--- src/rtl/input_debouncer.sv ---
// ---------------------------------------------------------------------------
// input_debouncer
//   Conditions raw board inputs (slide switches and push buttons) before the
//   gpio peripheral reads them. Every channel is synchronized into clk, then
//   filtered by a per-channel stability counter. A new level is accepted only
//   after it has differed from the current stable value for DEBOUNCE_CYCLES
//   consecutive cycles. Registered edge pulses follow one cycle behind the
//   stable levels.
//
// Parameters
//   N_SW            number of switch channels
//   N_BTN           number of push-button channels
//   SYNC_STAGES     synchronizer depth, 2..4
//   DEBOUNCE_CYCLES mismatched cycles required to accept a change, >= 1
//   CNT_W           counter width, 2**CNT_W > DEBOUNCE_CYCLES-1
//
// Ports
//   clk         system clock
//   rst_n       asynchronous active-low reset (already conditioned upstream)
//   pin_sw_i    raw switch pins, asynchronous to clk
//   pin_btn_i   raw button pins, active high, asynchronous to clk
//   sw_o        debounced switch levels
//   btn_o       debounced button levels
//   btn_rise_o  one-cycle pulse when btn_o[i] goes 0->1
//   btn_fall_o  one-cycle pulse when btn_o[i] goes 1->0
//   sw_chg_o    one-cycle pulse when any sw_o bit changes
// ---------------------------------------------------------------------------
module input_debouncer #(
  parameter int N_SW            = 16,
  parameter int N_BTN           = 4,
  parameter int SYNC_STAGES     = 2,
  parameter int DEBOUNCE_CYCLES = 1000000,
  parameter int CNT_W           = 20
) (
  input  logic             clk,
  input  logic             rst_n,
  input  logic [N_SW-1:0]  pin_sw_i,
  input  logic [N_BTN-1:0] pin_btn_i,
  output logic [N_SW-1:0]  sw_o,
  output logic [N_BTN-1:0] btn_o,
  output logic [N_BTN-1:0] btn_rise_o,
  output logic [N_BTN-1:0] btn_fall_o,
  output logic             sw_chg_o
);

  localparam int N_CH = N_SW + N_BTN;
  localparam logic [CNT_W-1:0] CNT_MAX = CNT_W'(DEBOUNCE_CYCLES - 1);

  logic [N_CH-1:0]  w_ch;
  logic [N_CH-1:0]  w_sync;
  logic [N_CH-1:0]  r_sync [SYNC_STAGES];
  logic [CNT_W-1:0] r_cnt  [N_CH];
  logic [N_CH-1:0]  r_stable;
  logic [N_CH-1:0]  r_stable_d;
  logic [N_BTN-1:0] r_btn_rise;
  logic [N_BTN-1:0] r_btn_fall;
  logic             r_sw_chg;

  // Buttons occupy the upper channels, switches the lower ones.
  assign w_ch   = {pin_btn_i, pin_sw_i};
  assign w_sync = r_sync[SYNC_STAGES-1];

  always_ff @(posedge clk or negedge rst_n) begin
    if (!rst_n) begin
      for (int k = 0; k < SYNC_STAGES; k++) begin
        r_sync[k] <= '0;
      end
    end else begin
      r_sync[0] <= w_ch;
      for (int k = 1; k < SYNC_STAGES; k++) begin
        r_sync[k] <= r_sync[k-1];
      end
    end
  end

  // Any cycle where the synchronized input agrees with the stable value
  // discards the partial count, so short glitches leave no trace. The counter
  // stops at CNT_MAX because reaching it always commits the new level.
  always_ff @(posedge clk or negedge rst_n) begin
    if (!rst_n) begin
      r_stable <= '0;
      for (int i = 0; i < N_CH; i++) begin
        r_cnt[i] <= '0;
      end
    end else begin
      for (int i = 0; i < N_CH; i++) begin
        if (w_sync[i] == r_stable[i]) begin
          r_cnt[i] <= '0;
        end else if (r_cnt[i] == CNT_MAX) begin
          r_stable[i] <= w_sync[i];
          r_cnt[i]    <= '0;
        end else begin
          r_cnt[i] <= r_cnt[i] + CNT_W'(1);
        end
      end
    end
  end

  // Pulses compare stable against its one-cycle-old copy and are registered,
  // so they appear the cycle after the level output changes. Both copies
  // clear together on reset, hence reset itself never produces a pulse.
  always_ff @(posedge clk or negedge rst_n) begin
    if (!rst_n) begin
      r_stable_d <= '0;
      r_btn_rise <= '0;
      r_btn_fall <= '0;
      r_sw_chg   <= 1'b0;
    end else begin
      r_stable_d <= r_stable;
      r_btn_rise <= r_stable[N_CH-1:N_SW] & ~r_stable_d[N_CH-1:N_SW];
      r_btn_fall <= ~r_stable[N_CH-1:N_SW] & r_stable_d[N_CH-1:N_SW];
      r_sw_chg   <= |(r_stable[N_SW-1:0] ^ r_stable_d[N_SW-1:0]);
    end
  end

  assign sw_o       = r_stable[N_SW-1:0];
  assign btn_o      = r_stable[N_CH-1:N_SW];
  assign btn_rise_o = r_btn_rise;
  assign btn_fall_o = r_btn_fall;
  assign sw_chg_o   = r_sw_chg;

endmodule

--- config.mk ---
export PLATFORM = sky130hd
export DESIGN_NAME = input_debouncer
export DESIGN_NICKNAME = d
export VERILOG_FILES = /design/src/rtl/input_debouncer.sv
export SDC_FILE = /design/constraint.sdc
export NUM_CORES = 1
export LEC_CHECK = 0
export CAP_MARGIN = 30
export CORE_UTILIZATION = 53
export CTS_CLUSTER_SIZE = 10
export DETAILED_ROUTE_END_ITERATION = 10
export PLACE_DENSITY = 0.72
export REMOVE_ABC_BUFFERS = 1
export SKIP_LAST_GASP = 1
export SYNTH_ARGS = -nofsm -noshare
export SYNTH_HDL_FRONTEND = slang
export SYNTH_SLANG_ARGS = --single-unit
--- constraint.sdc ---
create_clock -name clk -period 1.9 [get_ports clk]
set_input_delay 0.475 -clock clk [delete_from_list [all_inputs] [get_ports clk]]
set_output_delay 0.475 -clock clk [all_outputs]
set_load 0.02 [all_outputs]
## Word level (Yosys, flattened, before mapping)

Index checks and enable logic that the tools add are counted.

- Register bits after elaboration: 489
- Output and inout port bits: 29
- Logic and storage cells: 192

- Eq/ne operators: 40
- Bitwise operators: 25
- Muxes and demuxes: 40
- Reductions and logical operators: 21
- Add/sub/neg operators: 20

Operator list:

| kind | count |
|---|---|
| two-way mux 20 bit | 40 |
| adder 20 x 1 -> 20 bit, second input constant | 20 |
| == test 20 bit, second input constant | 20 |
| AND reduction 2 bit | 20 |
| == test 1 bit | 20 |
| inverter 1 bit | 20 |
| OR reduction 16 bit | 1 |
| bitwise XOR 16 bit | 1 |
| AND 4 bit | 2 |
| inverter 4 bit | 2 |

## Logic depth before layout (Yosys ltp)

Gate-level depths: netlist of run 1.

- Word-level depth: 3
- Mapped depth: 6
- Gate-level depth less buffers: 5

## Worst setup path before layout of run 1

Ideal clock, no wire load.

- Kind: reg-to-reg
- From: register r_cnt[332] in the netlist's numbering
- To: register r_stable[3]
- Library setup time: 0.125 ns
- Stages on the path, launching flop included: 5
- Path buffers: 0
- Arrival: 1.953 ns
- Clock period less this slack: 2.078 ns
- Path slack: -0.178 ns
- Data required time: 1.775 ns
- Cells stage by stage: dfrtp_1 > or4_1 > or4_4 > nor2_1 > mux2_2

- Word-level cells in the longest chain between the ends: 2

Ends and longest elaborated chain:

| element | line | source |
|---|---|---|
| from (decl) | 52 | `logic [CNT_W-1:0] r_cnt [N_CH];` |
| from (signal, indexed assignment) | 93 | `r_cnt[i] <= r_cnt[i] + CNT_W'(1);` |
| == test 20 bit | 89 | `end else if (r_cnt[i] == CNT_MAX) begin` |
| AND reduction 2 bit (no line) | - |  |
| to (signal, indexed assignment) | 90 | `r_stable[i] <= w_sync[i];` |
| to (decl) | 53 | `logic [N_CH-1:0] r_stable;` |

Every way passes these cells.
A chain may end at the register's enable or synchronous reset.

## Final worst setup path of run 1

- From: register r_cnt[13] in the netlist's numbering
- To: register r_cnt[7] in the netlist's numbering

- Word-level cells in the longest chain between the ends: 3

Ends and longest elaborated chain:

| element | line | source |
|---|---|---|
| == test 20 bit | 89 |  |
| two-way mux 20 bit | 89 |  |
| two-way mux 20 bit | 87 | `if (w_sync[i] == r_stable[i]) begin` |

Every way passes these cells.

==> impl_metrics.tcl, run 1 <==
set metrics [dict create \
    status "finished, violations left" \
    violations "negative setup slack" \
    power_uw 20700 \
    max_cap_viol_count 0 \
    synth_flop_cell "dfrtp_1" \
    dpl_cell_area_mm2 0.0257 \
    dp_slack_ps -150 \
    power.density_mw_per_mm2 746 \
    required_ps 2370 \
    r2r_setup_slack_ps -140 \
    ys_seq_elements 489 \
    drive_gt1_share_pct 18.1 \
    fin_area_mm2 0.0278 \
    grt_max_degree 73 \
    gp_congestion 0.848 \
    cp-end-kind "flop" \
    portBuffers 50 \
    clk_path_buf_depth 3 \
    ys_types 47 \
    yosysWarnings 0 \
    r2r-start "r_cnt[13]" \
    start_util_pct 54.2 \
    areaGrowthSynthToFinish_pct 21.5 \
    post-route-min-period_ps 2040 \
    antenna_found_initial 0 \
    ant_nets 0 \
    cts_tree "yes" \
    drt-initial-drc-count 1101 \
    drc 0 \
    cts_buffers 55 \
    seq_area_frac_synth_pct 53.5 \
    hp-start "pin_sw_i[6]" \
    drv_slew 0 \
    rsz0062_at_grt "true" \
    p_leak_uw 0.0115 \
    min_to "r_sync[26]" \
    root_buffer "clkbuf_16" \
    ir_drop_mv 0.692 \
    synth_edf_count 0 \
    syn_area_per_cell_um2 9.94 \
    h-tree-depth 2 \
    crit_path_start_kind "flop" \
    clkTransAtPathRegs_ps 50 \
    grt-ovfl-total 0 \
    die-area_mm2 0.0440 \
    fmax_ghz 0.491 \
    crit_fanout 8 \
    hold_class "in2reg" \
    vias_per_cell 5.66 \
    postLayoutCoreUtil_pct 65.8 \
    syn_inst 2301 \
    fin_nets 2634 \
    cts_sinks 489 \
    min_period_over_period_pct 107 \
    synth_top_area_cell "dfrtp_1" \
    die_height_um 210 \
    finalHoldViolCount 0 \
    grt_pass1_vias 17900 \
    worst_ep_arrival_time_ps 2500 \
    syn_area_mm2 0.0229 \
    clk_latency_ps 590 \
    synth_top_area_share_pct 53.5 \
    path_class "reg2reg" \
    dr_total_vias 17800 \
    fill_cells 3190 \
    num_rows 75 \
    wl_per_cell_um 15.0 \
    reg2reg_depth 5 \
    io_pins 51 \
    grt_pass1_wl_um 81500 \
    fin_skew_ps 9.79 \
    relSlewSlack_pct 69.5 \
    grt_use_total_pct 21.8 \
    antennaDiodeCount 0 \
    ys_async_sr_fraction_pct 100 \
    r2r_end "r_cnt[7]" \
    mostFrequentLayoutCells "dfrtp_1, nor2_1, buf_4" \
    hold_depth 1 \
    wl_um 47200 \
    dp_hpwl_um 31000 \
    worstMarginPinSlew_ps 454 \
    die-width_um 210 \
    setup_viol 80 \
    yosys-top-cells-area "dfrtp_1, xnor2_1, nor2_1" \
    layout_commonest_cell "dfrtp_1" \
    drt_first_pass_iters 7 \
    coreArea_mm2 0.0422 \
    finalWorstSetupSlack_ps -135 \
]
[through the flow]
stage	instances	hold slack, ps	setup TNS [ps]
detailed placement	3057	335	-4050
CTS	3128	283	-4010
finish	3138	322	-6370
global route	3138	299	-10500
floorplan	2231	179	-176830
global placement	3057	333	-1030
[worst max path at each step]
stage | startpoint | to | slack [ps]
2_1_floorplan | r_cnt[232] | r_cnt[222] | -860
3_5_place_dp | r_cnt[370] | r_stable[1] | -150
4_1_cts | r_cnt[12] | r_cnt[5] | -110
3_3_place_gp | r_cnt[370] | r_stable[1] | -140
5_1_grt | r_cnt[13] | r_cnt[7] | -180
6_report | r_cnt[13] | r_cnt[7] | -140
[layout make-up]
type                       instances  area [um2]  share of cell area [%]
clock buffer                      63        1470                    5.29
clock inverter                     1        5.00                  0.0180
inverter                          81         304                    1.09
multi-input combinational       1661       10500                    37.9
sequential                       489       12200                    44.0
tap                              539         674                    2.43
timing repair buffer             304        2560                    9.23
[sequential cells by signal, indices dropped and copies added (netlist names)]
name and flops:
btn_fall_o 4, btn_rise_o 4, r_cnt 400, r_stable 20
r_stable_d 20, r_sync 20, sw_chg_o 1, w_sync 20
[timing repair]
action / in CTS / in global routing
gates resized for setup: 82 / 102
hold buffers: 1 / 0
pin swaps: 18 / 34
setup buffers: 4 / 4
gates cloned: 2 / 7
endpoints found under the hold margin: 15 / 0
setup endpoints to repair: 162 / 232
[worst max-delay path, stage by stage (launching register included)]
cell and delay, ps:
dfrtp_1 370, or4_4 530, or4_4 570, o21ai_4 200, buf_6 180, nor2_1 60
[Yosys cell counts (3+ instances only)]
cell type and instances:
dfrtp_1 489, nor2_1 309, xnor2_1 162, nand3_1 158, a21oi_1 122, nand2_1 121
xor2_1 106, o21ai_0 96, inv_1 81, or3_1 80, nand4_1 78, nor4_1 77
nor3_1 70, or4_1 52, clkbuf_1 41, and3_1 39, o31ai_1 38, buf_2 22
ha_1 20, mux2_2 20, nor2b_1 15, and2_1 12, nor4b_1 12, nand4b_1 11
and4_1 9, nand3_2 8, mux2i_1 6, a31o_2 5, or4b_1 5, or4b_2 5
clkbuf_2 3, nand3b_1 3, o21ai_4 3, or4_4 3
[report_power, final]
part,switching (uW),internal [uW]
Combinational,531,338
Clock,3850,5330
Sequential,114,10600
[per-layer routing]
layer,up-vias,GRT usage [%],share of wire (%),routed length (um)
met1,8732,28.6,45,21100
met4,0,7.50,2.3,1090
met2,258,37.1,50,23500
met5,-,0,0,0
met3,89,3.14,3.4,1620
li1,8696,-,-,-
[cells by family after synthesis]
kind of cell    after synthesis  synth area share (%)
buf+inv                     151                  2.70
compound gates              268                  6.54
fa+ha+maj                    20                  1.09
xor+xnor                    268                  10.3
mux                          26                  1.25
flops                       489                  53.5
simple gates               1079                  24.7
Power figures use the tool's default switching activity.
==> run 2, diff against run 1 <==
Settings changed: PLACE_DENSITY 0.72 to 0.75, REMOVE_ABC_BUFFERS 1 to default.
==> run 2 against run 1 <==
Effect of this change: the flow still finishes with violations (negative setup slack); non-clock buffer count fell by 9; worst hold slack improved by 4.4 ps; utilization fell by 0.37 points; sequential share of layout area is 0.28 points higher; register-to-register slack hardly changed; maximum frequency is 0.20% lower; clock power fell by 2%; critical path type unchanged; largest power group unchanged; highest routed layer unchanged.
==> impl_metrics.tcl, run 2 (synthesis gave the netlist of run 1 again) <==
set metrics [dict create \
    cp-end-kind "flop" \
    drive_gt1_share_pct 17.2 \
    drv_slew 0 \
    die-area_mm2 0.0440 \
    areaGrowthSynthToFinish_pct 20.8 \
    hold_depth 1 \
    dp_slack_ps -123 \
    antennaDiodeCount 0 \
    p_sw_uw 4480 \
    dr_total_vias 17800 \
    dp_hpwl_um 31800 \
    hold_class "in2reg" \
    crit_fanout 6 \
    antenna_found_initial 0 \
    h-tree-depth 2 \
    cts_tree "yes" \
    dpl_cell_area_mm2 0.0258 \
    worst_ep_arrival_time_ps 2510 \
    seq_power_share_pct 52.1 \
    fin_area_mm2 0.0276 \
    finalHoldViolCount 0 \
    mostFrequentLayoutCells "dfrtp_1, nor2_1, buf_4" \
    ir_drop_mv 0.777 \
    regMostFlops "r_cnt" \
    place_inst 3049 \
    drt-initial-drc-count 1046 \
    grt_use_total_pct 22.3 \
    start_util_pct 54.2 \
    min_to "r_sync[31]" \
    max_cap_viol_count 0 \
    coreArea_mm2 0.0422 \
    violations "negative setup slack" \
    clkTransAtPathRegs_ps 50 \
    vias_per_cell 5.69 \
    r2r_setup_slack_ps -140 \
    cts_buffers 55 \
    comb_power_share_pct 4.2 \
    io_pins 51 \
    drt_first_pass_iters 5 \
    clk_latency_ps 580 \
    grt-ovfl-total 0 \
    hp-start "pin_sw_i[11]" \
    p_leak_uw 0.0114 \
    status "finished, violations left" \
    final_cells 3131 \
    synth_fp_nets 2343 \
    r2r-start "r_cnt[10]" \
    power.density_mw_per_mm2 744 \
    crit_path_start_kind "flop" \
    grt_pass1_wl_um 83000 \
    portBuffers 50 \
    path_class "reg2reg" \
    root_buffer "clkbuf_16" \
    pwr-share-clk_pct 43.7 \
    grt_pass1_vias 18300 \
    wl_um 47500 \
    ant_nets 0 \
    largest_reg_flops 400 \
    wl_per_cell_um 15.2 \
    finalWorstSetupSlack_ps -140 \
    post-route-min-period_ps 2040 \
    gp_congestion 0.865 \
    clk_path_buf_depth 3 \
    grt_max_degree 62 \
    worstMarginPinSlew_ps 446 \
    p_sw_share_pct 21.8 \
    cts_sinks 489 \
    die-width_um 210 \
    relSlewSlack_pct 70.0 \
    r2r_end "r_cnt[9]" \
    fin_nets 2625 \
    min_period_over_period_pct 107 \
    setup_viol 53 \
    drc 0 \
    holdWs_ps 327 \
    layout_commonest_cell "dfrtp_1" \
    die_height_um 210 \
    required_ps 2370 \
    fin_skew_ps 14.3 \
    internal_power_uw 16100 \
    num_rows 75 \
    fmax_ghz 0.490 \
    reg2reg_depth 5 \
    rsz0062_at_grt "true" \
]
-- run 2: cell count changes in the layout (fill, tap and decap cells not counted), sizes merged --
cell and delta:
clkinv -1, clkbuf -5, clkdlybuf4s15 +7, inv +1, dlygate4sd2 -2, buf -7
-- run 2: worst max path at each step --
stage	start	end	slack [ps]
6_report	r_cnt[10]	r_cnt[9]	-140
2_1_floorplan	r_cnt[375]	r_cnt[375]	-50
5_1_grt	r_cnt[10]	r_cnt[14]	-170
3_3_place_gp	r_cnt[8]	r_stable[19]	-70
4_1_cts	r_cnt[8]	r_cnt[16]	-100
3_5_place_dp	r_cnt[8]	r_cnt[19]	-120
-- run 2: through the flow --
step	setup TNS [ps]	util, %	power, uW
final	-4060	65.4	20600
after global routing	-8310	65.4	21300
after CTS	-2950	64.7	20800
after detailed placement	-2750	61.0	11700
after global placement	-768	61.0	11700
after floorplan	-1370	-	11200
-- run 2: critical path, stage by stage, from the launching register on --
cell and delay (ps):
dfrtp_1 370, or4_1 540, or4_4 570, o21ai_4 220, buf_6 170, nor2_1 50
-- run 2: power by group through the flow --
stage	clock network (uW)	logic [uW]	registers, uW
floorplan	0	321	10900
CTS	9240	851	10700
global placement	0	801	10900
detailed placement	0	831	10900
global route	9630	993	10700
finish	8990	864	10700
-- run 2: final cells by class --
cell class | instances | area [um2]
fill | 3193 | 14600
sequential | 489 | 12200
multi-input combinational | 1661 | 10500
timing repair buffer | 295 | 2490
clock buffer | 65 | 1420
tap | 539 | 674
inverter | 81 | 304
clock inverter | 1 | 8.76
-- run 2: timing repair --
| item | in CTS | in global routing |
|---|---|---|
| pin swaps | 5 | 21 |
| endpoints found under the hold margin | 22 | 0 |
| gates resized for setup | 70 | 76 |
| setup buffers | 0 | 8 |
| gates cloned | 3 | 4 |
| hold buffers | 1 | 0 |
| setup endpoints to repair | 126 | 229 |
-- run 2: metal layers --
metal / track usage (%) / part of all wire, % / wire length, um / vias up
li1: - / - / - / 8670
met1: 28.9 / 44 / 21100 / 8821
met2: 38.7 / 50 / 23900 / 275
met3: 3.97 / 3.8 / 1800 / 64
met4: 5.21 / 1.6 / 740 / 0
met5: 0 / 0 / 0 / -
==> run 3, diff against run 2 <==
Settings changed: CAP_MARGIN 30 to default.
==> results of run 3 <==
The final DEF is identical to that of run 2; final timing and power are the same.
